### src/rtl/fp_round_pack.sv
// fp_round_pack: rounds a normalized 29-bit fraction, renormalizes on a
// rounding carry and packs an IEEE-754 single-precision word with flags.
// Optional feature macro: ROUND_NEAREST_EVEN_EN (defined = round to nearest
// even, RENORM reachable; undefined = truncation, fixed three-edge latency).
module fp_round_pack (
  input  logic        clk,
  input  logic        reset,
  input  logic        start,
  input  logic        sign_in,
  input  logic [7:0]  exp_in,
  input  logic [28:0] fract_in,
  output logic [31:0] result,
  output logic        busy,
  output logic        done,
  output logic        overflow,
  output logic        underflow,
  output logic        inexact
);

  localparam int unsigned EXP_W   = 8;
  localparam int unsigned EXPX_W  = EXP_W + 1;
  localparam int unsigned FRACT_W = 29;
  localparam int unsigned MANT_W  = 24;
  localparam int unsigned SUM_W   = MANT_W + 1;
  localparam int unsigned FRAC_W  = 23;
  localparam int unsigned WORD_W  = 32;

  typedef enum logic [2:0] {
    S_IDLE   = 3'd0,
    S_ROUND  = 3'd1,
    S_RENORM = 3'd2,
    S_PACK   = 3'd3,
    S_DONE   = 3'd4
  } state_e;

  state_e               state_q, state_d;
  logic                 sign_q, sign_d;
  logic [EXPX_W-1:0]    exp_q, exp_d;
  logic [FRACT_W-1:0]   fract_q, fract_d;
  logic [SUM_W-1:0]     sum_q, sum_d;
  logic [WORD_W-1:0]    result_q, result_d;
  logic                 busy_q, busy_d;
  logic                 done_q, done_d;
  logic                 overflow_q, overflow_d;
  logic                 underflow_q, underflow_d;
  logic                 inexact_q, inexact_d;

  logic [MANT_W-1:0]    mant_c;
  logic                 round_inc_c;
  logic [SUM_W-1:0]     sum_c;
  logic                 grs_any_c;

  // Rounding increment and 25-bit rounded sum from the latched fraction
  always_comb begin
    mant_c = fract_q[26:3];
`ifdef ROUND_NEAREST_EVEN_EN
    round_inc_c = fract_q[2] & (fract_q[1] | fract_q[0] | mant_c[0]);
`else
    round_inc_c = 1'b0;
`endif
    sum_c     = {1'b0, mant_c} + SUM_W'(round_inc_c);
    grs_any_c = |fract_q[2:0];
  end

  // Next-state, datapath and registered-output logic
  always_comb begin
    state_d     = state_q;
    sign_d      = sign_q;
    exp_d       = exp_q;
    fract_d     = fract_q;
    sum_d       = sum_q;
    result_d    = result_q;
    overflow_d  = overflow_q;
    underflow_d = underflow_q;
    inexact_d   = inexact_q;

    case (state_q)
      S_IDLE: begin
        if (start) begin
          sign_d  = sign_in;
          exp_d   = {1'b0, exp_in};
          fract_d = fract_in;
          state_d = S_ROUND;
        end
      end

      S_ROUND: begin
        sum_d   = sum_c;
        state_d = sum_c[SUM_W-1] ? S_RENORM : S_PACK;
      end

      // Rounding carried out of the mantissa: shift right, bump exponent
      S_RENORM: begin
        sum_d   = {1'b0, sum_q[SUM_W-1:1]};
        exp_d   = exp_q + EXPX_W'(1);
        state_d = S_PACK;
      end

      S_PACK: begin
        overflow_d  = 1'b0;
        underflow_d = 1'b0;
        if (fract_q == '0) begin
          result_d  = {sign_q, 31'b0};
          inexact_d = 1'b0;
        end else if (exp_q == '0) begin
          result_d    = {sign_q, 31'b0};
          underflow_d = 1'b1;
          inexact_d   = 1'b1;
        end else if (exp_q >= EXPX_W'(255)) begin
          result_d   = {sign_q, 8'hFF, 23'b0};
          overflow_d = 1'b1;
          inexact_d  = 1'b1;
        end else begin
          result_d  = {sign_q, exp_q[EXP_W-1:0], sum_q[FRAC_W-1:0]};
          inexact_d = grs_any_c;
        end
        state_d = S_DONE;
      end

      // Hold the packed word; a new start clears it and relatches inputs
      S_DONE: begin
        if (start) begin
          sign_d      = sign_in;
          exp_d       = {1'b0, exp_in};
          fract_d     = fract_in;
          result_d    = '0;
          overflow_d  = 1'b0;
          underflow_d = 1'b0;
          inexact_d   = 1'b0;
          state_d     = S_ROUND;
        end
      end

      default: begin
        state_d = S_IDLE;
      end
    endcase

    busy_d = (state_d == S_ROUND) || (state_d == S_RENORM) || (state_d == S_PACK);
    // done rises one edge after DONE is entered and drops on an accepted start
    done_d = (state_q == S_DONE) && (state_d == S_DONE);
  end

  // State and datapath registers
  always_ff @(posedge clk or negedge reset) begin
    if (!reset) begin
      state_q     <= S_IDLE;
      sign_q      <= 1'b0;
      exp_q       <= '0;
      fract_q     <= '0;
      sum_q       <= '0;
      result_q    <= '0;
      busy_q      <= 1'b0;
      done_q      <= 1'b0;
      overflow_q  <= 1'b0;
      underflow_q <= 1'b0;
      inexact_q   <= 1'b0;
    end else begin
      state_q     <= state_d;
      sign_q      <= sign_d;
      exp_q       <= exp_d;
      fract_q     <= fract_d;
      sum_q       <= sum_d;
      result_q    <= result_d;
      busy_q      <= busy_d;
      done_q      <= done_d;
      overflow_q  <= overflow_d;
      underflow_q <= underflow_d;
      inexact_q   <= inexact_d;
    end
  end

  assign result    = result_q;
  assign busy      = busy_q;
  assign done      = done_q;
  assign overflow  = overflow_q;
  assign underflow = underflow_q;
  assign inexact   = inexact_q;

endmodule

### config.mk
export PLATFORM = sky130hd
export DESIGN_NAME = fp_round_pack
export DESIGN_NICKNAME = d
export VERILOG_FILES = /design/src/rtl/fp_round_pack.sv
export SDC_FILE = /design/constraint.sdc
export NUM_CORES = 1
export LEC_CHECK = 0
export BUFFER_PORTS_ARGS = -buffer_cell sky130_fd_sc_hd__buf_2
export CAP_MARGIN = 25
export CELL_PAD_IN_SITES_DETAIL_PLACEMENT = 0
export CELL_PAD_IN_SITES_GLOBAL_PLACEMENT = 1
export CORE_UTILIZATION = 48
export CTS_CLUSTER_SIZE = 25
export DETAILED_ROUTE_END_ITERATION = 7
export PLACE_DENSITY_LB_ADDON = 0.1
export SETUP_SLACK_MARGIN = 0.2
export SLEW_MARGIN = 20
export SYNTH_ARGS = -nofsm -noshare
export SYNTH_HDL_FRONTEND = slang
export SYNTH_SLANG_ARGS = --single-unit
### constraint.sdc
create_clock -name clk -period 6.2 [get_ports clk]
set_clock_uncertainty 0.15 [all_clocks]
set_input_delay 0.93 -clock clk [delete_from_list [all_inputs] [get_ports clk]]
set_output_delay 0.93 -clock clk [all_outputs]
set_load 0.05 [all_outputs]
## Word-level counts from Yosys, hierarchy flattened

Cells that the tools add are included.

| storage, ports and cells | value |
|---|---|
| logic and storage cells | 60 |
| bits in registers | 104 |
| input port bits | 41 |

| operators by class | value |
|---|---|
| $lt $le $gt $ge | 1 |
| eq/ne operators | 10 |
| reductions and logical operators | 15 |
| multiplexer cells | 22 |
| $add $sub $neg | 1 |

Operators with widths:

| operator | number |
|---|---|
| 31-bit 2-to-1 mux | 3 |
| 32-bit one-hot mux with 2 select lines | 1 |
| 25-bit one-hot mux with 2 select lines | 1 |
| 32-bit 2-to-1 mux | 1 |
| 29-bit logical NOT | 1 |
| 9-bit one-hot mux with 2 select lines | 1 |
| 3-bit by 2-bit == test with 1-bit output (second input constant) | 4 |
| 9-bit by 1-bit adder with 9-bit output (second input constant) | 1 |
| 9-bit by 8-bit greater-or-equal comparator with 1-bit output (second input constant) | 1 |
| 9-bit logical NOT | 1 |
| 1-bit 2-to-1 mux | 9 |
| 9-bit 2-to-1 mux | 1 |
| 3-bit one-hot mux with 3 select lines | 1 |
| 3-bit by 1-bit == test with 1-bit output (second input constant) | 2 |
| 3-bit == test (second input constant) | 2 |
| 1-bit one-hot mux with 2 select lines | 3 |
| 2-bit AND reduction | 3 |
| 2-bit nonzero test | 3 |
| 2-bit OR reduction | 2 |
| 3-bit logical NOT | 1 |
| 3-bit 2-to-1 mux | 1 |
| 3-bit OR reduction | 1 |
| 1-bit logical OR | 2 |
| 2-bit by 1-bit != test with 1-bit output (second input constant) | 1 |
| other kinds (2) | 2 |

## Longest topological paths before layout

Gate-level depths: netlist of the first run.

| depth | value |
|---|---|
| depth after elaboration | 6 |
| gate-level depth with buffers | 10 |
| gate-level depth less buffers | 9 |

## Worst setup path before layout of the first run

OpenSTA, ideal clock, no wires.

| timing path | value |
|---|---|
| kind | reg-to-reg |
| from | register exp_q[0] |
| to | register result_q[10] (netlist: result[10]) |
| buffers on the path | 1 |
| stages on the path, launching flop included | 11 |
| path slack | 3.883 ns |
| period minus slack after synthesis | 2.317 ns |
| arrival time | 2.100 ns |
| library setup time | 0.067 ns |
| cells stage by stage | dfrtp_1 > ha_1 > nand3_1 > or2_2 > nor2_1 > ha_1 > nor2_2 > o31ai_2 > a2111oi_4 > buf_6 > a22o_1 |

| on the way | value |
|---|---|
| longest elaborated chain between the ends | 5 |
| elaborated cells between the ends (all ways) | 6 |
| those cells by class | order compare (1); mux (4); reduce/logical (1) |

Ends and longest elaborated chain:

| what | line | text |
|---|---|---|
| start, declared | 38 | `logic [EXPX_W-1:0] exp_q, exp_d;` |
| start signal, assigned | 161 | `exp_q <= exp_d;` |
| 9-bit by 8-bit greater-or-equal comparator with 1-bit output | 109 | `end else if (exp_q >= EXPX_W'(255)) begin` |
| 31-bit 2-to-1 mux | 109 |  |
| 31-bit 2-to-1 mux * | 105 | `end else if (exp_q == '0) begin` |
| 31-bit 2-to-1 mux * | 102 | `if (fract_q == '0) begin` |
| 32-bit one-hot mux with 2 select lines * | 77 | `case (state_q)` |
| end signal, assigned | 164 | `result_q <= result_d;` |
| end, declared | 41 | `logic [WORD_W-1:0] result_q, result_d;` |

Every way passes the cells marked *; elsewhere a longest branch is shown, timed or not.
A chain may end at the register's enable or synchronous reset.

## Worst setup path in the final report of the first run

| timing path | value |
|---|---|
| from | register exp_q[1] |
| to | register result_q[5] (netlist: result[5]) |

The elaborated chain is that of the path after synthesis.

==> impl_metrics.json, run 1 <==
{
  "status": "complete, but fails checks",
  "violations": "design-rule violations",
  "power_frac_comb_pct": 45.3,
  "ys_types": 42,
  "drive_above_1_share_pct": 31.6,
  "initial_core_util_pct": 50.3,
  "max_freq_mhz": 384,
  "vias": 2993,
  "start_kind": "register",
  "drv_cap": 0,
  "p_sw_w": 0.00136,
  "synth_seq_area_share_pct": 58.2,
  "syn_area_per_cell_um2": 12.3,
  "ys_warn_count": 0,
  "drv_slew": 0,
  "synth_top_cell_by_area": "dfrtp_1",
  "viasPerCell": 5.49,
  "pre_cts_ws_ns": 3.62,
  "swShare_pct": 43.4,
  "register_area_um2": 2580,
  "fp.dieH_um": 98.0,
  "pwr-share-clk_pct": 14.9,
  "first_pass_iters": 6,
  "cts_tree": "done",
  "seqPwrFrac_pct": 39.8,
  "hold_path_class": "input pin to async pin",
  "worst_slew_pin_slew_ns": 0.836,
  "drt_wl_total_um": 8990,
  "irDropWorstVdd_mv": 0.256,
  "final_nets": 476,
  "die_area_um2": 9610,
  "utilization_pct": 58.2,
  "crit_type": "register to register",
  "ant_nets": 0,
  "place.port_buffers": 77,
  "die_w_um": 98.0,
  "hpwl_um": 6030,
  "p_int_w": 0.00176,
  "drc_errors": 6,
  "postSynthCellCount": 361,
  "clk_pin_slew_worst_paths_ns": 0.10,
  "p_total_w": 0.00312,
  "worstSetupEndpointType": "register",
  "synth_area_leaders": "dfrtp_1 (58%), mux2_2 (6.9%), mux2i_1 (5.4%)",
  "post_cts_resized": 0,
  "cts_buffer_depth": 2,
  "min_period_over_period_pct": 42.0,
  "fillers": 738,
  "grt_antenna_before_repair": 0,
  "synth_top_area_share_pct": 58.2,
  "grt_max_degree": 76,
  "slew_headroom_pct": 44.3,
  "htreeDepth": 3,
  "power_density_nw_per_um2": 609,
  "fin_ws_ns": 3.59,
  "area_delta_synth_final_pct": 15.8,
  "postCtsSetupRepairBufs": 0,
  "cts_buffers": 9,
  "placed_area_um2": 4850,
  "rows": 34,
  "fin_area_um2": 5120,
  "track_usage_pct": 20.2,
  "grt_pass1_vias": 2966,
  "grt_pass1_wl_um": 15200,
  "synth_area_um2": 4430,
  "io_pins": 78,
  "drt_iter0_drc": 122,
  "fp.coreArea_um2": 8810,
  "setup_violations": 0,
  "globalplace.congestion": 0.805,
  "grt_setup_unrepaired": "no",
  "gr-total-overflow": 0,
  "ctsRootBufferMaster": "clkbuf_8",
  "min_period_ns": 2.61,
  "multi_input_area_um2": 1700,
  "leakagePower_nw": 2.39,
  "hold_viol_final": 0,
  "crit_arrival_ns": 2.75,
  "cts_hold_buffers": 0,
  "insertion_delay_ns": 0.36,
  "drt-wirelength-per-cell_um": 16.5,
  "worst-r2r-cell-count": 10,
  "synth-seq-cells": 103,
  "cp_max_fo": 23,
  "cts_sinks": 103,
  "fin_setup_tns_ns": 0,
  "antennaDiodeCount": 0,
  "worstPathRequired_ns": 6.35,
  "syn-num-nets": 405
}
layout by cell type, fill, tap and decap left out, types with 2 or more instances in the layout:
cell / synthesis / final
dfrtp_1: 103 / 103
buf_2: 6 / 76
nand2_1: 40 / 40
o21ai_0: 30 / 30
mux2_2: 27 / 27
a22o_1: 26 / 26
mux2i_1: 24 / 24
a21oi_1: 13 / 13
clkbuf_8: 0 / 10
a32o_1: 9 / 9
nor4_1: 7 / 7
buf_4: 3 / 6
inv_1: 5 / 5
nor2_1: 5 / 5
or3_1: 5 / 5
or2_2: 3 / 3
o22ai_1: 3 / 3
nor3_1: 3 / 3
mux2_1: 3 / 3
ha_1: 3 / 3
nand3_1: 2 / 2
nor3b_1: 3 / 2
or3b_2: 2 / 2
nor2_2: 2 / 2
nand4_1: 2 / 2
and4_1: 2 / 2
bufinv_16: 0 / 2
Yosys cell counts, drive strengths merged:
| master | n |
|---|---|
| and2 | 1 |
| mux2 | 30 |
| nor3 | 3 |
| a211o | 1 |
| or4 | 1 |
| o22ai | 3 |
| nand3b | 1 |
| nand4 | 2 |
| o21ai | 31 |
| clkbuf | 10 |
| o31ai | 1 |
| nand2b | 1 |
| and3b | 1 |
| a31oi | 2 |
| or2 | 3 |
| nand2 | 40 |
| mux2i | 24 |
| a21oi | 13 |
| buf | 14 |
| a2111oi | 1 |
| and4 | 2 |
| ha | 3 |
| dfrtp | 103 |
| or3 | 5 |
| xor2 | 1 |
| nand3 | 2 |
| o21bai | 1 |
| a32o | 9 |
| nor4b | 1 |
| nor4 | 7 |
| or3b | 3 |
| a22o | 26 |
| inv | 5 |
| nor2 | 7 |
| nor3b | 3 |
metrics by stage:
stage	hold WS, ns	std cells
finish	0.308	545
global route	0.326	545
CTS	0.312	543
detailed placement	0.327	527
global placement	0.315	527
floorplan	0.300	361
cells by family (layout without fill, tap and decap cells):
logic type	Yosys count	in the layout	share of synthesized area, %
mux	54	54	13.1
buf+inv	29	105	3.73
compound gates	88	88	14.3
xor+xnor	1	1	0.198
flops	103	103	58.2
fa+ha+maj	3	3	0.848
simple gates	83	83	9.64
critical path, stage by stage, from the launching register on:
cell       delay, ns
dfrtp_1         0.44
ha_1            0.23
nand3_1         0.13
or2_2           0.14
nor2_1          0.04
ha_1            0.23
nor2_2          0.18
o31ai_2         0.14
a2111oi_4       0.32
buf_4           0.33
a22o_1          0.20
path summary, 6_finish.rpt:
kind	to	slack [ns]	from
worst min-delay path	result[17]	0.31	reset
min in group clk	result[24]	0.34	result[24]
max in group asynchronous	fract_q[2]	4.57	reset
worst min register to register	result[24]	0.34	result[24]
worst max-delay path	result[5]	3.59	exp_q[1]
worst max register to register	result[5]	3.59	exp_q[1]
power groups by stage:
stage | logic, W | clock network (W) | registers, W
floorplan | 0.000847 | 0 | 0.00150
global placement | 0.00138 | 0 | 0.00124
detailed placement | 0.00141 | 0 | 0.00126
CTS | 0.00141 | 0.000480 | 0.00124
global route | 0.00156 | 0.000506 | 0.00129
finish | 0.00141 | 0.000466 | 0.00124
flip-flops by register name, summed over array words and instances (netlist names):
signal     count
result        32
fract_q       29
sum_q         24
exp_q          9
state_q        3
busy           1
done           1
inexact        1
overflow       1
sign_q         1
underflow      1
layer usage:
| layer | vias up | share of wire (%) | track usage (%) |
|---|---|---|---|
| met2 | 75 | 47 | 31.6 |
| met1 | 1447 | 47 | 28.8 |
| li1 | 1462 | - | - |
| met3 | 9 | 5.1 | 4.08 |
| met4 | 0 | 1.2 | 5.59 |
| met5 | - | 0 | 0 |
area by class of cell:
class                   instances  share of cell area, %
flip-flops and latches        103                   50.3
multi-input cells             229                   33.1
repair buffers                 84                   9.23
clock buffers                  11                   2.76
well taps                     108                   2.64
clock inverters                 5                   1.59
inverters                       5                  0.366
(Power assumes the default switching activity.)
==> run 2, diff against run 1 <==
Settings changed: CORE_UTILIZATION 48 to 40.
Clock period 6.2 ns to 2.25 ns, I/O delays scaled along.
==> run 2 against run 1 <==
The flow now finishes without violations. Final cell count is 10% higher. Sequential share of layout area is 2.9 points lower. Largest power group unchanged. Highest routed layer unchanged. Final area is 6.0% higher. Power rose to 2.9 times the previous value. Via count increased by 3.5%. Setup slack lost 3.5 ns. Critical path type unchanged. First-iteration DRC count down 9.0%.
==> impl_metrics.json, run 2 (same netlist as run 1, synthesis figures left out) <==
{
  "initial_core_util_pct": 41.0,
  "htreeDepth": 3,
  "top_layer": "met4",
  "fillers": 991,
  "crit_type": "register to register",
  "hold_path_class": "input pin to register",
  "crit_arrival_ns": 2.30,
  "first_pass_iters": 4,
  "die_area_um2": 11500,
  "hpwl_um": 6820,
  "final_cell_mix": "dfrtp_1 (103), buf_2 (76), nand2_1 (40)",
  "fp.coreArea_um2": 10800,
  "drt_wl_total_um": 9930,
  "wl_met2_um": 4670,
  "die_w_um": 107,
  "viasPerCell": 5.16,
  "io_pins": 78,
  "wl_met1_um": 4790,
  "worstSetupEndpointType": "register",
  "grt_max_degree": 52,
  "multi_input_area_um2": 1790,
  "fin_setup_tns_ns": 0,
  "track_usage_pct": 18.6,
  "final_nets": 499,
  "worstPathRequired_ns": 2.40,
  "drt_iter0_drc": 111,
  "grt_antenna_before_repair": 0,
  "cpMostUsedCell": "nor2_4",
  "final_common_cell": "dfrtp_1",
  "setup_violations": 0,
  "antennaDiodeCount": 0,
  "cts_sinks": 103,
  "grt_pass1_vias": 3134,
  "fp.dieH_um": 107,
  "critPathMaxStageDelay_ns": 0.39,
  "cp_top_family": "compound AO/OA/AOI/OAI gates",
  "drc_errors": 0,
  "area_delta_synth_final_pct": 22.8,
  "crit_chain": "ha_2 -> nand3_2 -> or2_4 -> nor2_4 -> ha_4 -> nor2_4 -> o31ai_4 -> a2111oi_4 -> buf_4 -> buf_12 -> a22o_1",
  "path_depth": 11,
  "critical_path.startpoint": "exp_q[0]",
  "cp_slowest_cell": "dfrtp_1",
  "reg2reg_from": "exp_q[0]",
  "rows": 38,
  "cts_tree": "done",
  "slew_headroom_pct": 43.4,
  "drv_cap": 0,
  "min_period_ns": 2.15,
  "power_density_nw_per_um2": 1660,
  "globalplace.congestion": 0.778,
  "leakagePower_nw": 2.51,
  "ctsRootBufferMaster": "clkbuf_8",
  "grt_pass1_wl_um": 16300,
  "vias": 3098,
  "met3_length_um": 356,
  "register_area_um2": 2580,
  "grt_setup_unrepaired": "yes",
  "largest_reg_flops": 32,
  "drt-wirelength-per-cell_um": 16.5,
  "utilization_pct": 50.3,
  "rrSetupSlack_ns": 0.10,
  "cp_max_fo": 12,
  "drive_above_1_share_pct": 36.5,
  "path_buf_inv": 2,
  "place.port_buffers": 77,
  "cts_buffer_depth": 2,
  "worst_slew_pin_slew_ns": 0.849,
  "endpoint": "result[3]",
  "worst-r2r-cell-count": 11,
  "gr-total-overflow": 0,
  "drv_slew": 0,
  "min_period_over_period_pct": 95.5,
  "clk_pin_slew_worst_paths_ns": 0.10,
  "cts_buffers": 9,
  "status": "complete, no violations",
  "irDropWorstVdd_mv": 0.726,
  "timing.rr.end": "result[3]",
  "insertion_delay_ns": 0.36,
  "max_freq_mhz": 465,
  "ant_nets": 0,
  "hold_viol_final": 0,
  "start_kind": "register"
}
[run 2: changes by cell type in the layout (fill, tap and decap cells not counted), moves of 2 or more]
cell	delta
or3_4	+3
nor2_4	+2
buf_4	+18
ha_1	-2
buf_12	+2
buf_6	+2
or3_1	-3
[run 2: layer usage]
metal	track usage (%)	vias up
li1	-	1505
met1	26.2	1530
met2	28.9	52
met3	4.13	11
met4	5.28	0
met5	0	-
[run 2: layout make-up]
type	instances	share of cell area, %
clock inverters	5	1.50
clock buffers	11	2.60
inverters	5	0.345
well taps	140	3.22
flip-flops and latches	103	47.4
repair buffers	106	12.0
multi-input cells	230	32.9
[run 2: worst min-delay path by stage]
| stage | to | depth (start not counted) | start | slack (ns) |
|---|---|---|---|---|
| 2_1_floorplan | busy | 0 | reset | -0.11 |
| 3_3_place_gp | sum_q[11] | 1 | reset | 0.1 |
| 3_5_place_dp | sum_q[11] | 1 | reset | 0.10 |
| 4_1_cts | fract_q[3] | 2 | fract_in[3] | 0.003 |
| 5_1_grt | fract_q[3] | 2 | fract_in[3] | 0.01 |
| 6_report | fract_q[3] | 2 | fract_in[3] | 0.02 |
[run 2: what timing repair did]
item,in CTS,in global routing
hold buffers,1,0
pin swaps,5,15
hold endpoints to repair,17,0
endpoints found under the setup margin,25,33
gates resized for setup,5,8
gates cloned,2,0
setup buffers,4,1
[run 2: per-stage QoR]
step	power (W)	hold slack (ns)	cell area, µm²	cells	setup WS [ns]
after global routing	0.00972	0.0146	5430	600	-0.0295
after floorplan	0.00649	-0.108	4450	361	0.0784
after global placement	0.00760	0.0981	5080	576	0.0333
after detailed placement	0.00769	0.101	5080	576	0.00106
after CTS	0.00910	0.00288	5380	599	0.0379
final	0.00905	0.0247	5430	600	0.102
[run 2: report_power, final]
group          internal (W)  switching, W
Combinational       0.00175       0.00264
Sequential          0.00274      0.000646
Clock              0.000658      0.000614
Total               0.00515       0.00390
==> run 3, diff against run 2 <==
Settings changed: CORE_ASPECT_RATIO from default to 0.9.
==> run 3 against run 2 <==
Via count grew 1.8%. Largest cell class unchanged. Combinational power is essentially flat. Global-route usage shrank 0.16 points. Utilization grew 1.0 points. Largest power group unchanged. Setup slack lost 0.028 ns.
==> impl_metrics.json, run 3 (same netlist as run 1, synthesis figures left out) <==
{
  "status": "complete, no violations",
  "cts_buffers": 9,
  "setup_violations": 0,
  "min_period_ns": 2.18,
  "grt_antenna_before_repair": 0,
  "drive_above_1_share_pct": 36.8,
  "irDropWorstVdd_mv": 0.507,
  "final_nets": 505,
  "leakagePower_nw": 2.58,
  "track_usage_pct": 18.5,
  "antennaDiodeCount": 0,
  "ctsRootBufferMaster": "clkbuf_16",
  "die_w_um": 113,
  "grt_pass1_wl_um": 16100,
  "grt_setup_unrepaired": "yes",
  "crit_arrival_ns": 2.30,
  "largest_reg_flops": 32,
  "power_density_nw_per_um2": 1700,
  "final_common_cell": "dfrtp_1",
  "drt_iter0_drc": 127,
  "slew_headroom_pct": 41.3,
  "hold_viol_final": 0,
  "first_pass_iters": 7,
  "worstPathRequired_ns": 2.37,
  "fillers": 986,
  "drt-wirelength-per-cell_um": 16.7,
  "grt_max_degree": 43,
  "min_from": "fract_in[22]",
  "min_period_over_period_pct": 96.7,
  "drv_slew": 0,
  "ant_nets": 0,
  "drv_cap": 0,
  "hpwl_um": 6760,
  "vias": 3155,
  "io_pins": 78,
  "place.port_buffers": 77,
  "globalplace.congestion": 0.800,
  "insertion_delay_ns": 0.34,
  "fp.dieH_um": 102,
  "finalNonFillerCells": 598,
  "initial_core_util_pct": 40.9,
  "htreeDepth": 3,
  "worstSetupEndpointType": "register",
  "viasPerCell": 5.28,
  "placed_cells": 567,
  "worst_slew_pin_slew_ns": 0.881,
  "hold_path_class": "input pin to register",
  "rrSetupSlack_ns": 0.07,
  "multi_input_area_um2": 1780,
  "fp.coreArea_um2": 10800,
  "drc_errors": 0,
  "hold_slack_ns": 0.0584,
  "cts_buffer_depth": 2,
  "cts_tree": "done",
  "critical_path.startpoint": "exp_q[0]",
  "utilization_pct": 51.4,
  "cp_max_fo": 23,
  "die_area_um2": 11500,
  "max_freq_mhz": 460,
  "rows": 36,
  "start_kind": "register",
  "area_delta_synth_final_pct": 25.4,
  "grt_pass1_vias": 3035,
  "clk_pin_slew_worst_paths_ns": 0.07,
  "cts_sinks": 103,
  "crit_type": "register to register",
  "final_cell_mix": "dfrtp_1 (103), buf_2 (76), nand2_1 (39)",
  "reg2reg_from": "exp_q[0]",
  "register_area_um2": 2580,
  "drt_wl_total_um": 9990,
  "gr-total-overflow": 0
}
==> run 3: changes by cell type in the layout (fill, tap and decap cells not counted), sizes merged <==
| cell | before | now |
|---|---|---|
| buf | 105 | 111 |
| clkinvlp | 1 | 0 |
==> run 3: power by group <==
group / leakage (nW) / internal (W) / total, W / switching (W)
clock: 0.155 / 0.000996 / 0.00165 / 0.000649
combinational: 1.16 / 0.00173 / 0.00436 / 0.00263
sequential: 1.27 / 0.00274 / 0.00342 / 0.000678
total: 2.58 / 0.00547 / 0.00943 / 0.00395
==> run 3: through the flow <==
| step | power, W | area (µm²) | TNS, ns | setup slack (ns) |
|---|---|---|---|---|
| after floorplan | 0.00649 | 4450 | 0 | 0.0784 |
| after global placement | 0.00755 | 5060 | 0 | 0.0952 |
| after detailed placement | 0.00763 | 5060 | 0 | 0.0398 |
| after CTS | 0.00942 | 5480 | 0 | 0.0937 |
| after global routing | 0.0101 | 5550 | -0.00630 | -0.00264 |
| final | 0.00943 | 5550 | 0 | 0.0741 |
==> run 3: final cells by class <==
type,count,area share (%)
clock buffer,11,4.37
clock inverter,4,1.26
inverter,5,0.338
multi-input combinational,230,32.1
sequential,103,46.4
tap,133,3.00
timing repair buffer,112,12.5
==> run 3: path summary, 6_finish.rpt <==
path                       cells past startpoint     endpoint
setup / recovery                              10   result[22]
setup reg to reg                              10   result[22]
hold / removal                                 2  fract_q[22]
hold reg to reg                                2     sum_q[0]
min in group asynchronous                      2   result[10]
max in group asynchronous                      3   state_q[0]
==> run 3: what timing repair did <==
action,CTS,global route
gates resized for setup,3,9
gates cloned,1,0
setup buffers,10,4
hold endpoints to repair,39,0
pin swaps,1,1
endpoints found under the setup margin,25,45
hold buffers,1,0
==> run 3: critical path: stages, from the launching register on <==
cell       delay, ns
dfrtp_1         0.39
ha_2            0.20
nand3_2         0.08
or2_4           0.14
nor2_4          0.04
ha_4            0.16
nor2_4          0.13
o31ai_4         0.11
a2111oi_4       0.34
buf_12          0.22
a22o_1          0.15
==> run 3: layer usage <==
metal	vias to the layer above	track usage [%]	part of all wire, %
met2	69	28.1	45
met1	1562	26.4	50
met3	8	4.91	4.1
met4	0	4.55	0.91
met5	-	0	0
li1	1516	-	-
